$ cat src/rtl/gf_mul_seq.sv
// gf_mul_seq: sequential GF(2^M) arithmetic unit.
//   Digit-serial MSB-first multiplier (D bits of operand B per cycle) with an
//   inverse mode that computes a^(2^M-2) by alternating square / multiply
//   passes on the same kernel.
// Parameters:
//   M     field width in bits (2..16)
//   POLY  reduction polynomial, M+1 bits, bit M set
//   D     digits per cycle, must divide M
// Ports:
//   clk       clock, rising edge
//   rst       synchronous active-high reset
//   start     request, sampled only when idle
//   op        0 = multiply a*b, 1 = inverse of a
//   a, b      operands, captured on accepted start
//   busy      operation in progress
//   done      one-cycle pulse, y valid
//   y         result, held until next done
//   zero_err  inverse requested for a = 0; held with y
module gf_mul_seq #(
  parameter int unsigned M    = 8,
  parameter logic [M:0]  POLY = 9'h11D,
  parameter int unsigned D    = 1
) (
  input  logic         clk,
  input  logic         rst,
  input  logic         start,
  input  logic         op,
  input  logic [M-1:0] a,
  input  logic [M-1:0] b,
  output logic         busy,
  output logic         done,
  output logic [M-1:0] y,
  output logic         zero_err
);

  localparam int unsigned Steps = M / D;
  localparam int unsigned CntW  = $clog2(M + 1);
  localparam logic [M-1:0]    Red      = POLY[M-1:0];
  localparam logic [CntW-1:0] LastStep = CntW'(Steps - 1);
  localparam logic [CntW-1:0] LastIter = CntW'(M - 1);

  typedef enum logic [1:0] {StIdle, StMul, StInvSq, StInvMl} state_e;

  state_e          state_q, state_d;
  logic [M-1:0]    acc_q, acc_d;
  logic [M-1:0]    op_a_q, op_a_d;
  logic [M-1:0]    op_b_q, op_b_d;   // shifts left; top D bits are the current digit
  logic [M-1:0]    s_q, s_d;
  logic [M-1:0]    r_q, r_d;
  logic [CntW-1:0] step_q, step_d;
  logic [CntW-1:0] iter_q, iter_d;
  logic [M-1:0]    y_q, y_d;
  logic            zero_err_q, zero_err_d;
  logic            done_q, done_d;

  logic [M-1:0]    acc_step;
  logic            last_step;

  // Multiply by x modulo POLY.
  function automatic logic [M-1:0] mul_x(input logic [M-1:0] v);
    return {v[M-2:0], 1'b0} ^ (v[M-1] ? Red : '0);
  endfunction

  // One kernel cycle: D Horner steps, MSB of the digit first.
  always_comb begin
    acc_step = acc_q;
    for (int unsigned k = 0; k < D; k++) begin
      acc_step = mul_x(acc_step) ^ (op_b_q[M-1-k] ? op_a_q : '0);
    end
  end

  assign last_step = (step_q == LastStep);

  always_comb begin
    state_d    = state_q;
    acc_d      = acc_q;
    op_a_d     = op_a_q;
    op_b_d     = op_b_q;
    s_d        = s_q;
    r_d        = r_q;
    step_d     = step_q;
    iter_d     = iter_q;
    y_d        = y_q;
    zero_err_d = zero_err_q;
    done_d     = 1'b0;

    unique case (state_q)
      StIdle: begin
        if (start) begin
          op_a_d = a;
          acc_d  = '0;
          step_d = '0;
          if (op) begin
            // First inverse pass squares a.
            s_d     = a;
            r_d     = M'(1);
            op_b_d  = a;
            iter_d  = CntW'(1);
            state_d = StInvSq;
          end else begin
            op_b_d  = b;
            state_d = StMul;
          end
        end
      end

      StMul: begin
        acc_d  = acc_step;
        op_b_d = op_b_q << D;
        step_d = step_q + CntW'(1);
        if (last_step) begin
          y_d        = acc_step;
          zero_err_d = 1'b0;
          done_d     = 1'b1;
          state_d    = StIdle;
        end
      end

      StInvSq: begin
        acc_d  = acc_step;
        op_b_d = op_b_q << D;
        step_d = step_q + CntW'(1);
        if (last_step) begin
          // s = s^2 done; next pass r = r * s.
          s_d     = acc_step;
          op_a_d  = r_q;
          op_b_d  = acc_step;
          acc_d   = '0;
          step_d  = '0;
          state_d = StInvMl;
        end
      end

      StInvMl: begin
        acc_d  = acc_step;
        op_b_d = op_b_q << D;
        step_d = step_q + CntW'(1);
        if (last_step) begin
          r_d    = acc_step;
          acc_d  = '0;
          step_d = '0;
          if (iter_q == LastIter) begin
            // Nonzero a always has a nonzero inverse, so r = 0 means a = 0.
            y_d        = acc_step;
            zero_err_d = (acc_step == '0);
            done_d     = 1'b1;
            state_d    = StIdle;
          end else begin
            iter_d  = iter_q + CntW'(1);
            op_a_d  = s_q;
            op_b_d  = s_q;
            state_d = StInvSq;
          end
        end
      end

      default: state_d = StIdle;
    endcase
  end

  always_ff @(posedge clk) begin
    if (rst) begin
      state_q    <= StIdle;
      acc_q      <= '0;
      op_a_q     <= '0;
      op_b_q     <= '0;
      s_q        <= '0;
      r_q        <= '0;
      step_q     <= '0;
      iter_q     <= '0;
      y_q        <= '0;
      zero_err_q <= 1'b0;
      done_q     <= 1'b0;
    end else begin
      state_q    <= state_d;
      acc_q      <= acc_d;
      op_a_q     <= op_a_d;
      op_b_q     <= op_b_d;
      s_q        <= s_d;
      r_q        <= r_d;
      step_q     <= step_d;
      iter_q     <= iter_d;
      y_q        <= y_d;
      zero_err_q <= zero_err_d;
      done_q     <= done_d;
    end
  end

  assign busy     = (state_q != StIdle);
  assign done     = done_q;
  assign y        = y_q;
  assign zero_err = zero_err_q;

endmodule

$ cat config.mk
export PLATFORM = sky130hd
export DESIGN_NAME = gf_mul_seq
export DESIGN_NICKNAME = d
export VERILOG_FILES = /design/src/rtl/gf_mul_seq.sv
export SDC_FILE = /design/constraint.sdc
export NUM_CORES = 1
export LEC_CHECK = 0
export BUFFER_PORTS_ARGS = -buffer_cell sky130_fd_sc_hd__buf_2
export CAP_MARGIN = 20
export CORE_MARGIN = 5
export CORE_UTILIZATION = 48
export DETAILED_ROUTE_END_ITERATION = 10
export PLACE_DENSITY = 0.78
export SLEW_MARGIN = 10
export SYNTH_ARGS = -nofsm -noshare
export SYNTH_HDL_FRONTEND = slang
export SYNTH_SLANG_ARGS = --single-unit
$ cat constraint.sdc
create_clock -name clk -period 2.8 [get_ports clk]
set_clock_uncertainty 0.05 [all_clocks]
set_input_delay 0.84 -clock clk [delete_from_list [all_inputs] [get_ports clk]]
set_output_delay 0.84 -clock clk [all_outputs]
set_load 0.05 [all_outputs]
# Word level (Yosys, flattened, before mapping)
# Cells that the tools add are included.
totals:
  ff_bits: 60
  latch_bits: 0
  ram_bits: 0
  mem_bits_ro: 0
  inputBits: 20
  out_inout_bits: 11
  elab_cells: 90
  memories: 0
op_classes:
  add_sub_neg: 2
  multipliers: 0
  n_div: 0
  n_lt_le_gt_ge: 0
  n_eq_ne: 12
  n_shift: 0
  muxes: 49
  bitwise_logic: 2
  n_reduce_logical: 14
ops:
  columns: ["op", "n"]
  rows:
  - ["$mux W8", 19]
  - ["$pmux W8 S2", 3]
  - ["$pmux W8 S3", 2]
  - ["$pmux W8 S4", 1]
  - ["$mux W4", 6]
  - ["$reduce_and A4 Y1", 4]
  - ["$ne A2 B2 Y1 const B", 7]
  - ["$mux W2", 6]
  - ["$pmux W4 S3", 1]
  - ["$reduce_and A5 Y1", 2]
  - ["$add A4 B1 Y4 const B", 2]
  - ["$eq A4 B3 Y1 const B", 2]
  - ["$logic_not A8 Y1", 1]
  - ["$pmux W2 S4", 1]
  - ["$pmux W4 S2", 1]
  - ["$reduce_bool A2 Y1", 4]
  - ["$xor A8 B5 Y8", 1]
  - ["$xor A8 B8 Y8", 1]
  - ["$mux W1", 6]
  - ["$mux W5", 1]
  - ["$eq A2 B2 Y1 const B", 2]
  - ["$pmux W1 S2", 2]
  - ["$reduce_bool A3 Y1", 1]
  - ["$eq A2 B1 Y1 const B", 1]
  - ["2 further kinds", 2]

# Depth between registers and ports, before layout
depth:
  ltp_word: 7
  ltp_mapped: 8
  ltp_nobuf: 6

# Least setup slack after synthesis
# OpenSTA, ideal clock, no wires.
synth_path:
  kind: "input-to-reg"
  start: "input port start"
  end: "register op_a_q[5]"
  setup_time_ns: 0.065
  arrival_time_ns: 1.918
  required_time_ns: 2.685
  setup_slack_ns: 0.767
  stages: 7
  path_buffers: 2
  cell_sequence: "clkbuf_1 > nor3_1 > a221o_1 > buf_6 > a211oi_2 > a21oi_1 > nor2_1"
synth_between:
  elab_chain_cells: 2
synth_lines:
  columns: ["element", "line_no", "text"]
  rows:
  - ["start, declared", "26", "input logic start,"]
  - ["$ne A2 B2 Y1 (no line)", null, null]
  - ["$reduce_and A5 Y1 (no line)", null, null]
  - ["end signal, assigned", "177", "op_a_q <= op_a_d;"]
  - ["end, declared", "46", "logic [M-1:0] op_a_q, op_a_d;"]
# No other way between the ends.
# A chain may end at the register's enable or synchronous reset.

# Worst setup path in the final report
layout_path:
  start: "register state_q[0]"
  end: "output port busy"
layout_between:
  elab_chain_cells: 1
layout_lines:
  columns: ["element", "line_no", "text"]
  rows:
  - ["start, declared", "44", "state_e state_q, state_d;"]
  - ["start signal, assigned", "163", "state_q <= StIdle;"]
  - ["start signal, assigned", "175", "state_q <= state_d;"]
  - ["$reduce_bool A2 Y1", "189", "assign busy = (state_q != StIdle);"]
  - ["end, declared", "30", "output logic busy,"]
# No other way between the ends.

==> impl_metrics.ini <==
[final_layout]
final_nets = 457
diodes = 0
drive_above_1_share = 0.144
seqCellArea_um2 = 1200
fin_cells = 519
multi_input_area_um2 = 1880
fill_cells = 630
mostFrequentLayoutCell = nor2_1
layout_common_cells = nor2_1, dfxtp_1, a21oi_1, nand2_1, buf_2
area_growth_pct = 11.0

[power]
swShare = 0.289
p_int_w = 0.00137
p_leak_nw = 1.42
pwr-share-seq = 0.488
power_density_nw_per_um2 = 535
pwr-share-clk = 0.357
p_comb_frac = 0.155
ir_worst_vdd_uv = 232
p_switching_w = 0.000557

[worst_setup_path]
reg2reg_depth = 6
cpPeakStageDelay_ns = 0.59
slowest_stage = dfxtp_1
cp_data_arrival_time_ns = 1.51
cp_data_required_time_ns = 1.91
r2r-end = op_a_q[4]$_SDFFE_PP0P_
r2r-start = state_q[0]$_SDFFE_PP0P_
end_kind = primary output
start_kind = register
regToRegSetupSlack_ns = 0.62
cp-endpoint = busy
crit_path_start = state_q[0]$_SDFFE_PP0P_
path_class = reg -> out
path_max_fanout = 11
path_cells = nor2_2 > inv_2 > buf_2

[logic_synthesis]
synth_nets = 438
syn_area_um2 = 3240
dominantRegCellSynth = dfxtp_1
ys_seq_area_frac = 0.370
ys_warn_count = 0
async_flop_share = 0
synth_edf_count = 0
avgSynthCellArea_um2 = 7.80
synth_cell_type_count = 52
ys_ff_latch = 60
synthCells = 416

[place]
finalWeightedCongestion = 0.942
place.port_buffers = 30
dp_hpwl_um = 6030
placed_cells = 504

[cts]
cts_root_buffer = clkbuf_8
cts_max_level = 3
postCtsSetupRepairBufs = 0
clock_sink_count = 60
path_clk_slew_ns = 0.06
cts_max_path_buffers = 2
cts_hold_buf = 0
cts_tree = built
clock_latency_ns = 0.34
cts_made_buffers = 9
post_cts_resized = 0

[die]
die_w_um = 92.2
die_y_um = 92.2
start_util = 0.486
pin_count = 31
rows = 30
core_region_area_um2 = 6680
die_area_um2 = 8500

[timing]
tightest_slew_ns = 0.738
maxSlewViolCount = 0
clock.fmax_mhz = 417
final.setup.tns_ns = 0
rsz0062_at_grt = false
max_slew_margin = 0.504
period_minus_slack_ns = 2.40
hold_violations = 0
finalCritPeriodShare = 0.856
setup_violations = 0

[routing]
routedWlPerCell_um = 16.5
vias = 3087
drtIter0Drc = 357
drc = 0
ant_nets = 0
finalWirelength_um = 8570
vias_per_cell = 5.95
drt_first_pass_iters = 5

[grt]
antenna_found_initial = 0
grt_remaining_overflow = 0
grt.total_usage = 0.213
grt_max_degree = 38
grt_pass1_wl_um = 14400
grt_pass1_vias = 2901

[flow_run]
maxCapViolations = 0

[min_path]
min_path_type = reg -> reg

[run_status]
outcome = complete, no violations
## registers in the layout, indices dropped and copies added, names as in the netlist, 2 cells and up
signal   flops
acc_q        8
state_q      2
r_q          8
s_q          8
op_b_q       8
step_q       4
op_a_q       8
iter_q       4
y            8
## power groups by stage
stage	clock (W)	combinational [W]	sequential, W
2_1_floorplan	0	0.000230	0.000938
3_3_place_gp	0	0.000287	0.000955
3_5_place_dp	0	0.000292	0.000957
4_1_cts	0.000704	0.000294	0.000938
5_1_grt	0.000749	0.000329	0.000945
6_report	0.000688	0.000299	0.000940
## stage by stage
stage	hold slack, ns	cell area (µm²)	total power, W	utilization	setup slack (ns)
4_1_cts	0.404	3600	0.00194	0.539	0.431
3_5_place_dp	0.395	3430	0.00125	0.514	0.513
3_3_place_gp	0.391	3430	0.00124	0.514	0.570
5_1_grt	0.431	3600	0.00202	0.539	0.362
2_1_floorplan	0.397	3240	0.00117	-	0.767
6_report	0.401	3600	0.00193	0.539	0.404
## cell type report
type,instances,share of cell area
sequential,60,0.334
inverter,2,0.00208
timing repair buffer,41,0.0681
tap,80,0.0278
clock buffer,13,0.0441
multi-input combinational,321,0.522
clock inverter,2,0.00278
## logic make-up after synthesis
logic type,share of synthesized area
and+or+nand+nor,0.231
AOI/OAI and AO/OA,0.225
DFF,0.370
buffers and inverters,0.0509
muxes,0.0775
xor gates and xnor gates,0.0378
adders and majority gates,0.00771
## cell usage after synthesis, types with 4 or more instances
| cell | instances | area share |
|---|---|---|
| nand3_1 | 10 | 0.015 |
| nor2_1 | 76 | 0.088 |
| o21ai_0 | 17 | 0.026 |
| a221oi_1 | 4 | 0.011 |
| nand2_1 | 40 | 0.046 |
| xnor2_1 | 5 | 0.013 |
| nor2b_1 | 5 | 0.0096 |
| xor2_1 | 9 | 0.024 |
| buf_1 | 4 | 0.0046 |
| a211oi_1 | 21 | 0.049 |
| dfxtp_1 | 60 | 0.37 |
| clkbuf_1 | 16 | 0.019 |
| mux2i_1 | 24 | 0.074 |
| a22oi_1 | 4 | 0.0093 |
| buf_2 | 8 | 0.012 |
| a21oi_1 | 44 | 0.068 |
| nor3_1 | 10 | 0.015 |
## worst min path at each step
stage | from | endpoint | slack [ns] | depth (start not counted)
detailed placement | y[3]$_SDFFE_PP0P_ | y[3]$_SDFFE_PP0P_ | 0.39 | 2
global route | zero_err$_SDFFE_PP0P_ | zero_err$_SDFFE_PP0P_ | 0.43 | 2
floorplan | r_q[2]$_SDFFE_PP0P_ | r_q[2]$_SDFFE_PP0P_ | 0.40 | 2
finish | y[2]$_SDFFE_PP0P_ | y[2]$_SDFFE_PP0P_ | 0.40 | 2
CTS | y[3]$_SDFFE_PP0P_ | y[3]$_SDFFE_PP0P_ | 0.40 | 2
global placement | y[2]$_SDFFE_PP0P_ | y[2]$_SDFFE_PP0P_ | 0.39 | 2
## per-layer routing
layer,part of all wire,global-route usage
met1,0.45,0.274
met4,0.029,0.119
met3,0.063,0.0435
met5,0,0
met2,0.46,0.332
## critical path: cells and delay by family (launching register included)
family                 cells  cell delay [ns]
DFF                        1             0.59
and+or+nand+nor            1             0.12
buffers and inverters      2             0.45
Note: power is estimated with default switching activity, not from simulation.
